[src/rtl/adsr_envelope_pkg.sv]
// Shared envelope definitions: state encodings, gain ceiling, default step sizes.
package adsr_envelope_pkg;

    typedef enum logic [2:0] {
        ENV_IDLE    = 3'd0,
        ENV_ATTACK  = 3'd1,
        ENV_DECAY   = 3'd2,
        ENV_SUSTAIN = 3'd3,
        ENV_RELEASE = 3'd4
    } env_state_t;

    localparam logic [15:0] GAIN_MAX              = 16'hFFFF;
    localparam logic [15:0] DEF_ATTACK_STEP       = 16'd4096;
    localparam logic [15:0] DEF_DECAY_STEP        = 16'd1024;
    localparam logic [15:0] DEF_SUSTAIN_LEVEL     = 16'd49152;
    localparam logic [15:0] DEF_RELEASE_STEP      = 16'd512;

endpackage

[src/rtl/adsr_envelope_gain_scaler.sv]
// Two-stage signed sample x unsigned gain multiply with a matching ready pulse.
module adsr_gain_scaler #(
    parameter int DATA_W = 16,
    parameter int COEF_W = 16
) (
    input  logic              clk,
    input  logic              reset,
    input  logic              acc,
    input  logic [DATA_W-1:0] sample_in,
    input  logic [COEF_W-1:0] gain,
    output logic [DATA_W-1:0] sample_out,
    output logic              new_sample_ready
);

    localparam int PW = DATA_W + COEF_W + 1;

    logic signed [PW-1:0]     sample_ext;
    logic signed [PW-1:0]     gain_ext;
    logic signed [PW-1:0]     prod_p1;
    logic signed [DATA_W-1:0] out_p2;
    logic                     vld_p1;
    logic                     vld_p2;

    // Drop the fractional gain bits; the arithmetic slice floors toward -inf.
    function automatic logic signed [DATA_W-1:0] floor_shift(input logic signed [PW-1:0] p);
        return p[DATA_W+COEF_W-1:COEF_W];
    endfunction

    assign sample_ext = {{(PW-DATA_W){sample_in[DATA_W-1]}}, sample_in};
    assign gain_ext   = {{(PW-COEF_W){1'b0}}, gain};

    // Stage p1: capture the product using the gain present in the accept cycle.
    always_ff @(posedge clk) begin
        if (acc) prod_p1 <= sample_ext * gain_ext;
    end

    // Stage p2: scaled output; cleared by reset so the codec sees silence.
    always_ff @(posedge clk or negedge reset) begin
        if (!reset)      out_p2 <= '0;
        else if (vld_p1) out_p2 <= floor_shift(prod_p1);
    end

    // Valid pipeline; reset discards any sample still in flight.
    always_ff @(posedge clk or negedge reset) begin
        if (!reset) begin
            vld_p1 <= 1'b0;
            vld_p2 <= 1'b0;
        end else begin
            vld_p1 <= acc;
            vld_p2 <= vld_p1;
        end
    end

    assign sample_out       = out_p2;
    assign new_sample_ready = vld_p2;

endmodule

[src/rtl/adsr_envelope.sv]
// ADSR amplitude envelope: trigger-driven FSM stepping the gain once per accepted sample.
module adsr_envelope
    import adsr_envelope_pkg::*;
#(
    parameter int          DATA_W        = 16,
    parameter logic [15:0] ATTACK_STEP   = DEF_ATTACK_STEP,
    parameter logic [15:0] DECAY_STEP    = DEF_DECAY_STEP,
    parameter logic [15:0] SUSTAIN_LEVEL = DEF_SUSTAIN_LEVEL,
    parameter logic [15:0] RELEASE_STEP  = DEF_RELEASE_STEP
) (
    input  logic              clk,
    input  logic              reset,
    input  logic              note_start,
    input  logic              note_release,
    input  logic [DATA_W-1:0] sample_in,
    input  logic              sample_in_ready,
    output logic [DATA_W-1:0] sample_out,
    output logic              new_sample_ready,
    output logic [2:0]        env_state,
    output logic [15:0]       env_gain
);

    env_state_t  state_q, state_d, trig_state;
    logic [15:0] gain_q, gain_d;
    logic        ready_q;
    logic        acc;

    // Add a step, clamping at full scale instead of wrapping.
    function automatic logic [15:0] sat_add(input logic [15:0] g, input logic [15:0] step);
        logic [16:0] sum;
        sum = {1'b0, g} + {1'b0, step};
        return sum[16] ? GAIN_MAX : sum[15:0];
    endfunction

    // Subtract a step but never go below the floor; compare first so nothing underflows.
    function automatic logic [15:0] floor_sub(input logic [15:0] g, input logic [15:0] step,
                                              input logic [15:0] flr);
        if ({1'b0, g} >= ({1'b0, step} + {1'b0, flr})) return g - step;
        else                                           return flr;
    endfunction

    assign acc = sample_in_ready & ~ready_q;

    // Ready history starts high so a line already high at reset release is not a new sample.
    always_ff @(posedge clk or negedge reset) begin
        if (!reset) ready_q <= 1'b1;
        else        ready_q <= sample_in_ready;
    end

    // FSM state and gain registers.
    always_ff @(posedge clk or negedge reset) begin
        if (!reset) begin
            state_q <= ENV_IDLE;
            gain_q  <= '0;
        end else begin
            state_q <= state_d;
            gain_q  <= gain_d;
        end
    end

    // Triggers first, then the per-sample step of whichever state results.
    always_comb begin
        trig_state = state_q;
        if (note_start)
            trig_state = ENV_ATTACK;
        else if (note_release && (state_q == ENV_ATTACK || state_q == ENV_DECAY ||
                                  state_q == ENV_SUSTAIN))
            trig_state = ENV_RELEASE;

        state_d = trig_state;
        gain_d  = gain_q;
        if (acc) begin
            case (trig_state)
                ENV_IDLE:    gain_d = '0;
                ENV_ATTACK: begin
                    gain_d = sat_add(gain_q, ATTACK_STEP);
                    if (gain_d == GAIN_MAX) state_d = ENV_DECAY;
                end
                ENV_DECAY: begin
                    gain_d = floor_sub(gain_q, DECAY_STEP, SUSTAIN_LEVEL);
                    if (gain_d == SUSTAIN_LEVEL) state_d = ENV_SUSTAIN;
                end
                ENV_SUSTAIN: gain_d = gain_q;
                ENV_RELEASE: begin
                    gain_d = floor_sub(gain_q, RELEASE_STEP, 16'd0);
                    if (gain_d == 16'd0) state_d = ENV_IDLE;
                end
                default: begin
                    state_d = ENV_IDLE;
                    gain_d  = '0;
                end
            endcase
        end
    end

    // Debug view of the FSM registers.
    always_comb begin
        env_state = state_q;
        env_gain  = gain_q;
    end

    adsr_gain_scaler #(
        .DATA_W (DATA_W),
        .COEF_W (16)
    ) u_scaler (
        .clk              (clk),
        .reset            (reset),
        .acc              (acc),
        .sample_in        (sample_in),
        .gain             (gain_q),
        .sample_out       (sample_out),
        .new_sample_ready (new_sample_ready)
    );

endmodule
[config.mk]
export PLATFORM = sky130hd
export DESIGN_NAME = adsr_envelope
export DESIGN_NICKNAME = d
export VERILOG_FILES = /design/src/rtl/adsr_envelope_pkg.sv /design/src/rtl/adsr_envelope_gain_scaler.sv /design/src/rtl/adsr_envelope.sv
export SDC_FILE = /design/constraint.sdc
export NUM_CORES = 1
export LEC_CHECK = 0
export CORE_MARGIN = 8
export CORE_UTILIZATION = 63
export DETAILED_ROUTE_END_ITERATION = 6
export PLACE_DENSITY_LB_ADDON = 0.15
export SYNTH_ARGS = -nofsm -noshare
export SYNTH_HDL_FRONTEND = slang
export SYNTH_SLANG_ARGS = --single-unit
[constraint.sdc]
create_clock -name clk -period 8 [get_ports clk]
set_input_delay 0.8 -clock clk [delete_from_list [all_inputs] [get_ports clk]]
set_output_delay 0.8 -clock clk [all_outputs]
set_load 0.01 [all_outputs]
==> results of run 1 <==
==> stage by stage <==
stage,instance area (um^2),cells
floorplan,10900,1192
global placement,11600,1427
detailed placement,11600,1427
CTS,11800,1435
global route,11800,1435
finish,11800,1435
==> flip-flops by register name (all words and copies together), names as in the netlist <==
| register | count |
|---|---|
| env_gain | 16 |
| env_state | 3 |
| ready_q | 1 |
| u_scaler.new_sample_ready | 1 |
| u_scaler.prod_p1 | 16 |
| u_scaler.sample_out | 16 |
| u_scaler.vld_p1 | 1 |
==> worst register-to-register path, delay by kind of cell, from the launching register on <==
family / cells / cell delay [ns]
AND/OR/NAND/NOR: 7 / 1.72
AO/OA/AOI/OAI: 1 / 0.11
adder cells (fa/ha/maj): 7 / 3.29
buffers and inverters: 5 / 0.25
flip-flops: 1 / 1.00
==> metal layers <==
layer  share of wire [%]  global-route usage (%)  up-vias  wire length [um]
met2                  51                    45.5      275             13300
met1                  40                    31.6     4106             10400
met5                   0                       0        -                 0
met4                 2.9                    7.75        0               760
met3                 6.4                    3.73       67              1670
li1                    -                       -     3705                 -
==> cell usage after synthesis (all sizes together) (12+ instances only) <==
master	n	area, um^2
clkbuf	51	191
nand2	157	589
nor2	34	133
inv	247	927
xnor2	15	131
and2	113	707
ha	121	1510
edfxtp	16	480
mux2	16	180
a21oi	32	164
dfrtp	37	926
nor3	12	60.1
fa	193	3860
o21ai	31	155
==> cell families after synthesis <==
family	Yosys count	share of synthesized area (%)
and+or+nand+nor	367	16.8
muxes	19	1.93
AOI/OAI and AO/OA	112	6.45
DFF	54	13.1
buffers and inverters	303	10.5
xor gates and xnor gates	23	1.85
adders and majority gates	314	49.3
==> final cells by class <==
type	instances	area (um^2)
fillers	1384	5340
clock buffers	5	125
well taps	225	282
multi-input cells	835	8330
repair buffers	66	631
flip-flops and latches	54	1430
inverters	247	927
clock inverters	3	47.5
==> layout by cell type, fill, tap and decap left out, types with 6 or more instances in the layout <==
cell / Yosys / final
nand2b_1: 6 / 6
buf_4: 0 / 10
inv_1: 246 / 246
dfrtp_1: 37 / 37
edfxtp_1: 16 / 16
nand2_1: 157 / 157
xnor2_1: 15 / 15
xor2_1: 8 / 8
and2_1: 113 / 113
nor2_1: 32 / 32
ha_1: 121 / 121
mux2_2: 16 / 16
a21oi_1: 31 / 31
o21ai_0: 29 / 29
nor3_1: 12 / 12
nand4_1: 9 / 9
nand3_1: 9 / 9
fa_1: 193 / 193
clkdlybuf4s50_1: 0 / 55
a21o_1: 8 / 8
==> power groups by stage <==
stage / Clock [uW] / Combinational [uW] / Sequential, uW
after floorplan: 0 / 2950 / 600
after global placement: 0 / 3990 / 627
after detailed placement: 0 / 4050 / 630
after CTS: 257 / 4100 / 624
after global routing: 269 / 4630 / 637
final: 254 / 4070 / 628
==> path summary, 6_finish.rpt <==
kind	startpoint	endpoint	slack (ns)	depth (start not counted)
min reg2reg	u_scaler.prod_p1[17]$_DFFE_PP_	u_scaler.sample_out[1]$_DFFE_PN0P_	0.49	1
max	sample_in[10]	u_scaler.prod_p1[26]$_DFFE_PP_	0.93	20
min	u_scaler.prod_p1[17]$_DFFE_PP_	u_scaler.sample_out[1]$_DFFE_PN0P_	0.49	1
min in group asynchronous	reset	env_gain[4]$_DFFE_PN0P_	0.62	1
max in group asynchronous	reset	u_scaler.sample_out[10]$_DFFE_PN0P_	6.85	1
max reg2reg	env_gain[6]$_DFFE_PN0P_	u_scaler.prod_p1[26]$_DFFE_PP_	1.38	20
==> reports/metrics.cfg, run 1 <==
[critical_path]
timing.critical_path.cells=clkdlybuf4s50_1, and2_1, fa_1, inv_1, fa_1, inv_1, fa_1, fa_1, fa_1, inv_1, fa_1, inv_1, ha_1, and4_1, nor2b_1, nand4_1, nand4_1, and3_1, a2111oi_0, or3_1
slowest_delay_ns=0.84
critical_path_required_ns=8.05
worst_path_dominant_cell_family=adder cells
path_class=in -> reg
critPathLaunchType=input port
crit_path_max_fanout=14
critical-path-top-cell-by-count=fa_1
critical_path.n_buffers_inverters=5
crit_end_element=flip-flop
worst-endpoint-arrival_ns=7.12
crit_path_top_delay_cell=clkdlybuf4s50_1

[drt]
wl_per_cell_um=18.2
antenna_left=0
drt_pre_antenna_iters=5
drt-total-wl_um=26200
avgViaCountPerCell=5.68
vias=8153
drtIter0Drc=531
drcViolationCount=0

[power_and_ir_drop]
clockPowerShare_pct=5.1
power.switching_fraction_pct=51.5
power.switching_uw=2550
seqPwrFrac_pct=12.7
vdd.ir_drop.worst_mv=0.926
finalPower_uw=4950
combPwrFrac_pct=82.2
p_int_uw=2400
leakage_power_uw=0.00590
powerDensity_mw_per_mm2=421

[floorplan]
fp.dieArea_mm2=0.0218
placeableCoreArea_mm2=0.0171
dieHeight_um=148
placement_rows=48
ios=57
floorplan.initialDensity_pct=63.7
die_w_um=148

[timing]
slew_headroom_pct=33.0
fin_crit_sh_pct=88.4
timing.fmax_mhz=141
setup-tns-final_ns=0
worst_clock_skew_ns=0.00326
final-max-slew-violation-count=0
worst_slew_pin_slew_ns=1.01
finalHoldWorstSlack_ns=0.487
layout_setup_ws_ns=0.927
min_period_ns=7.07
unrepaired_setup_endpoints_after_global_routing=false
setup_viol_count_final=0
final-hold-violation-count=0

[cells_and_area]
drive_above_1_share_pct=4.05
layout.nets=1544
postLayoutCoreUtil_pct=68.8
diodes=0
flow.area_growth_from_synthesis_pct=7.93

[yosys]
postSynth.topFlopCell=dfrtp_1
syn_avg_cell_area_um2=9.15
synth-warning-count=0
synth_enable_flop_cells=16
synth_nets=1527
synth_area_mm2=0.0109
synthCells=1192
postSynth.asyncResetShare_pct=70.4
synth_seq_area_share_pct=13.1
synth.distinct_cells=64
postSynthRegisterBits=54

[placed_design]
place_hpwl_um=20200
place_ws_ns=0.682
numPortBuffers=56
routabilityCongestion=0.905

[global_routing]
grt_overflow_total=0
grt_max_degree=39
first_global_vias=8733
grt_first_pass_wirelength_um=44500
track_usage_pct=25.6
number_of_antenna_violations_at_the_first_check_in_global_routing=0

[clock_network]
holdBufCountCts=0
total_number_of_h_tree_levels=2
numCtsBuffers=5
cts_buffer_depth=2
postCtsSetupRepairBufs=0
clock_latency_of_the_later_clocked_register_in_the_worst_skew_pair_ns=0.30
cts.clk_slew.worst_paths_ns=0.07
cts_resized=0
cts.sinks=54
clockRootBuffer=clkbuf_16
cts_tree=done

[status]
result_of_the_run=finished clean

[worst_hold_path]
worst_hold_path_class=reg -> reg

[flow_run]
cap_viol_max_count=0

Note: power is estimated with default switching activity, not from simulation.
==> run 2, diff against run 1 <==
ABC_CLOCK_PERIOD_IN_PS = 8350   (was not set)
CORE_UTILIZATION = 65   (was 63)
clock period = 8.35 ns   (was 8 ns; I/O delays follow)
==> run 2 against run 1 <==
  * Global-route usage shrank 0.49 points
  * Combinational power fell by 7.4%
  * Critical path depth down 1
  * Count of clock-buffer cells in the layout unchanged
  * Worst hold slack worse by 0.0066 ns
  * Sequential share of layout area hardly changed
  * Core utilization is 2.3 points higher
  * Clock power is 15% lower
  * Cell count shrank 0.35%
  * Sequential power barely moved
  * Critical path type unchanged
  * Largest power group unchanged
  * Highest routed layer unchanged
==> reports/metrics.cfg, run 2 (synthesis gave the netlist of run 1 again) <==
[status]
result_of_the_run=finished clean

[critical_path]
critical_path.n_buffers_inverters=4
crit_end_element=flip-flop
setup.worst_path.start=sample_in[1]
worstSetupPathDepth=19
timing.critical_path.cells=clkdlybuf4s50_1, nand2_1, fa_1, fa_1, fa_1, inv_1, fa_1, fa_1, inv_1, fa_1, inv_1, ha_1, a21oi_1, o21ai_0, a21oi_1, nand4_1, a21boi_0, a21oi_1, xor2_1
path_class=in -> reg
rr_worst_depth=18
worst_path_dominant_cell_family=adder cells
crit_path_max_fanout=16
critical-path-top-cell-by-count=fa_1
crit_path_top_delay_cell=clkdlybuf4s50_1
critPathLaunchType=input port
r2r_start=env_gain[9]$_DFFE_PN0P_
slowest_delay_ns=0.95
worst-endpoint-arrival_ns=7.24
critical_path_required_ns=8.40

[drt]
wl_per_cell_um=17.5
drcViolationCount=0
drtIter0Drc=452
drt_pre_antenna_iters=5
avgViaCountPerCell=5.62
vias=8033
antenna_left=0
drt-total-wl_um=25000

[floorplan]
floorplan.initialDensity_pct=66.0
ios=57
placeableCoreArea_mm2=0.0165
fp.dieArea_mm2=0.0212
die_w_um=146
placement_rows=47
dieHeight_um=146

[cells_and_area]
drive_above_1_share_pct=4.05
layout_common_cells=246 x inv_1, 193 x fa_1, 157 x nand2_1
fillCellCount=1323
flow.area_growth_from_synthesis_pct=7.70
diodes=0
non_filler_cells_final=1430
layout_commonest_cell=inv_1
layout.nets=1544

[global_routing]
track_usage_pct=25.1
grt_first_pass_wirelength_um=43300
grt_overflow_total=0
first_global_vias=8629
number_of_antenna_violations_at_the_first_check_in_global_routing=0
grt_max_degree=39

[clock_network]
postCtsSetupRepairBufs=0
clockRootBuffer=clkbuf_16
cts.clk_slew.worst_paths_ns=0.08
cts_tree=done
cts.sinks=54
holdBufCountCts=0
numCtsBuffers=5
cts_resized=0
clock_latency_of_the_later_clocked_register_in_the_worst_skew_pair_ns=0.30
total_number_of_h_tree_levels=2
cts_buffer_depth=2

[timing]
final-hold-violation-count=0
layout_setup_ws_ns=1.16
worst_clock_skew_ns=0.00896
timing.fmax_mhz=139
fin_crit_sh_pct=86.0
min_period_ns=7.19
slew_headroom_pct=28.5
worst_slew_pin_slew_ns=1.07
setup-tns-final_ns=0
unrepaired_setup_endpoints_after_global_routing=false
final-max-slew-violation-count=0
setup_viol_count_final=0

[power_and_ir_drop]
leakage_power_uw=0.00589
vdd.ir_drop.worst_mv=0.931
finalPower_uw=4610
powerDensity_mw_per_mm2=392

[worst_hold_path]
worst_hold_path_class=reg -> reg
hp-start=u_scaler.prod_p1[23]$_DFFE_PP_
hold_path_depth=1

[placed_design]
place_hpwl_um=20100
numPortBuffers=56
place_ws_ns=0.816
routabilityCongestion=0.926
dp_cells=1422

[flow_run]
cap_viol_max_count=0

-- run 2: final timing paths --
| path | end | slack, ns |
|---|---|---|
| setup / recovery | u_scaler.prod_p1[29]$_DFFE_PP_ | 1.16 |
| hold / removal | u_scaler.sample_out[7]$_DFFE_PN0P_ | 0.48 |
| setup reg to reg | u_scaler.prod_p1[29]$_DFFE_PP_ | 1.64 |
| hold reg to reg | u_scaler.sample_out[7]$_DFFE_PN0P_ | 0.48 |
| max in group asynchronous | u_scaler.sample_out[0]$_DFFE_PN0P_ | 7.19 |
| min in group asynchronous | env_gain[3]$_DFFE_PN0P_ | 0.64 |
-- run 2: area by class of cell --
class / count / area (um^2) / share of cell area (%)
Clock buffer: 5 / 125 / 1.06
Clock inverter: 3 / 28.8 / 0.245
Inverter: 247 / 927 / 7.89
Multi-Input combinational cell: 835 / 8330 / 70.9
Sequential cell: 54 / 1430 / 12.2
Tap cell: 220 / 275 / 2.34
Timing Repair Buffer: 66 / 631 / 5.37
-- run 2: worst register-to-register path: stages, from the launching register on --
cell and delay (ns):
dfrtp_1 1.05, nand2_1 0.18, fa_1 0.53, fa_1 0.46, fa_1 0.54, inv_1 0.06, fa_1 0.48, fa_1 0.49
inv_1 0.05, fa_1 0.48, inv_1 0.04, ha_1 0.30, a21oi_1 0.20, o21ai_0 0.12, a21oi_1 0.35, nand4_1 0.28
a21boi_0 0.51, a21oi_1 0.17, xor2_1 0.17
-- run 2: power by group --
group	internal (uW)	leakage [uW]	total, uW	switching [uW]
Sequential	497	0.000630	625	128
Combinational	1630	0.00518	3770	2130
Clock	114	0.0000759	217	102
Total	2250	0.00589	4610	2360
-- run 2: per-stage QoR --
stage	util, %	hold WS (ns)	area, um^2
floorplan	-	0.352	10900
global placement	70.2	0.462	11600
detailed placement	70.2	0.466	11600
CTS	71.1	0.484	11700
global route	71.1	0.489	11700
finish	71.1	0.480	11700
-- run 2: routing by layer --
layer  routed length, um  up-vias  track usage (%)
met5                   0        -                0
met4                 565        0             6.19
met3                1190       44             3.23
met2               13000      216             44.7
met1               10300     4073             31.8
li1                    -     3700                -
==> run 3, diff against run 2 <==
--- a/config.mk
+++ b/config.mk
@@ -7,2 +7,3 @@
 export LEC_CHECK = 0
+export ABC_AREA = 1
 export ABC_CLOCK_PERIOD_IN_PS = 8350
--- a/constraint.sdc
+++ b/constraint.sdc
@@ -3,2 +3,2 @@
 set_output_delay 0.835 -clock clk [all_outputs]
-set_load 0.01 [all_outputs]
+set_load 0.1 [all_outputs]
==> run 3 against run 2 <==
  * Flip-flop and latch count stayed put
  * Clock power hardly changed
  * Core utilization fell by 1.3 points
  * Highest routed layer unchanged
  * Critical endpoint is now u_scaler.prod_p1[24]$_DFFE_PP_
==> reports/metrics.cfg, run 3 <==
[timing]
layout_setup_ws_ns=1.63
min_period_ns=6.72
worst_clock_skew_ns=0.0119
timing.fmax_mhz=149
setup_viol_count_final=0
setup-tns-final_ns=0
slew_headroom_pct=33.4
fin_crit_sh_pct=80.4
final-hold-violation-count=0
worst_slew_pin_slew_ns=1.00
unrepaired_setup_endpoints_after_global_routing=false
final-max-slew-violation-count=0

[cells_and_area]
fillCellCount=1557
multi_input_area_mm2=0.00881
layout_common_cells=445 x nand2_1, 397 x inv_1, 193 x fa_1
layout_commonest_cell=nand2_1
layout.nets=1942
flow.area_growth_from_synthesis_pct=6.58
diodes=0
drive_above_1_share_pct=4.04
sequential_cell_area_mm2=0.00143

[clock_network]
total_number_of_h_tree_levels=2
postCtsSetupRepairBufs=0
clockRootBuffer=clkbuf_16
cts_buffer_depth=2
holdBufCountCts=0
cts.clk_slew.worst_paths_ns=0.07
numCtsBuffers=5
cts_resized=0
clock_latency_of_the_later_clocked_register_in_the_worst_skew_pair_ns=0.30
cts_tree=done
cts.sinks=54

[power_and_ir_drop]
powerDensity_mw_per_mm2=284
leakage_power_uw=0.00753
vdd.ir_drop.worst_mv=0.344

[yosys]
synth_enable_flop_cells=16
synth.cells.most_frequent=445 x nand2_1, 397 x inv_1, 193 x fa_1, 121 x ha_1, 73 x nor2_1
post-synth-top-count-cell=nand2_1
synth_area_mm2=0.0121
ys_top_cells_by_area=fa_1 32%, nand2_1 14%, ha_1 13%
postSynthRegisterBits=54
synth.distinct_cells=43
postSynth.asyncResetShare_pct=70.4
postSynth.topFlopCell=dfrtp_1
synth_nets=1936
synth_largest_type_area_fraction_pct=32.0
synth_seq_area_share_pct=11.9
syn_avg_cell_area_um2=7.55
netlist.top_cell.by_area=fa_1
synthCells=1601
synth-warning-count=0

[critical_path]
worst-endpoint-arrival_ns=6.76
crit_path_top_delay_cell=clkdlybuf4s50_1
ff2ff_setup_slack_ns=2.29
timing.critical_path.cells=clkdlybuf4s50_1, nand2_1, fa_1, inv_1, fa_1, fa_1, fa_1, fa_1, inv_1, fa_1, inv_1, ha_1, a21oi_1, o21ai_0, a21oi_1, o21a_1, o21ai_0, nand2_1, nand2_1
critical_path_required_ns=8.39
r2r_start=env_gain[10]$_DFFE_PN0P_
crit_end_element=flip-flop
path_class=in -> reg
slowest_delay_ns=0.97
crit_path_max_fanout=16
worstReg2RegEnd=u_scaler.prod_p1[27]$_DFFE_PP_
critical-path-top-cell-by-count=fa_1
critPathLaunchType=input port
setup.worst_path.start=sample_in[7]
rr_worst_depth=19

[floorplan]
placeableCoreArea_mm2=0.0185
placement_rows=50
floorplan.initialDensity_pct=65.5
dieHeight_um=152
ios=57
die_w_um=152
fp.dieArea_mm2=0.0232

[global_routing]
grt_first_pass_wirelength_um=53000
grt_overflow_total=0
track_usage_pct=27.9
first_global_vias=10400
grt_max_degree=39
number_of_antenna_violations_at_the_first_check_in_global_routing=0

[status]
result_of_the_run=finished clean

[drt]
wl_per_cell_um=16.7
drt_pre_antenna_iters=5
drtIter0Drc=842
antenna_left=0
drcViolationCount=0
vias=10100
avgViaCountPerCell=5.51
drt-total-wl_um=30800

[placed_design]
place_hpwl_um=24200
place_ws_ns=1.37
routabilityCongestion=0.952
numPortBuffers=56

[worst_hold_path]
holdPathEnd=u_scaler.sample_out[0]$_DFFE_PN0P_
hold_path_depth=1
worst_hold_path_class=reg -> reg
hp-start=u_scaler.prod_p1[16]$_DFFE_PP_

[flow_run]
cap_viol_max_count=0

run 3: how the worst max path moves through the flow:
stage	end	cells after the start
floorplan	u_scaler.prod_p1[28]$_DFFE_PP_	23
global placement	u_scaler.prod_p1[28]$_DFFE_PP_	22
detailed placement	u_scaler.prod_p1[28]$_DFFE_PP_	20
CTS	u_scaler.prod_p1[28]$_DFFE_PP_	20
global route	u_scaler.prod_p1[24]$_DFFE_PP_	21
finish	u_scaler.prod_p1[24]$_DFFE_PP_	19
run 3: final cells by class:
cell class,instances,share of cell area (%)
Sequential cell,54,11.1
Tap cell,234,2.27
Multi-Input combinational cell,1071,68.4
Clock buffer,6,1.08
Timing Repair Buffer,72,5.25
Inverter,403,11.8
Clock inverter,2,0.126
run 3: kinds of logic (layout without fill, tap and decap cells):
group | count (synthesis) | count (layout) | share of synthesized area, %
xor+xnor | 18 | 18 | 1.30
buf+inv | 476 | 483 | 15.3
simple gates | 612 | 612 | 20.5
mux | 16 | 16 | 1.49
fa+ha+maj | 314 | 314 | 44.5
compound gates | 111 | 111 | 5.07
flops | 54 | 54 | 11.9
run 3: power by group:
group	total (uW)	switching (uW)	internal [uW]
clock	220	99.3	121
sequential	472	47.6	424
combinational	2960	1980	977
run 3: metrics by stage:
| stage | instance area [um^2] | hold slack, ns | cells | util, % | total power, uW |
|---|---|---|---|---|---|
| 2_1_floorplan | 12100 | 0.352 | 1601 | - | 2620 |
| 3_3_place_gp | 12700 | 0.459 | 1834 | 68.9 | 3360 |
| 3_5_place_dp | 12700 | 0.463 | 1834 | 68.9 | 3390 |
| 4_1_cts | 12900 | 0.479 | 1842 | 69.8 | 3650 |
| 5_1_grt | 12900 | 0.502 | 1842 | 69.8 | 4040 |
| 6_report | 12900 | 0.478 | 1842 | 69.8 | 3650 |
run 3: per-layer routing:
layer,vias up,share of wire (%),global-route usage [%]
met5,-,0,0
met4,0,2.0,5.43
met3,75,9.5,5.30
met2,463,46,45.2
met1,4886,43,38.5
li1,4719,-,-
run 3: worst max-delay path: cells and delay by family:
family                     cells  cell delay (ns)
buffers and inverters          4             1.13
adders and majority gates      7             3.50
AOI/OAI and AO/OA              5             0.96
and+or+nand+nor                3             0.32
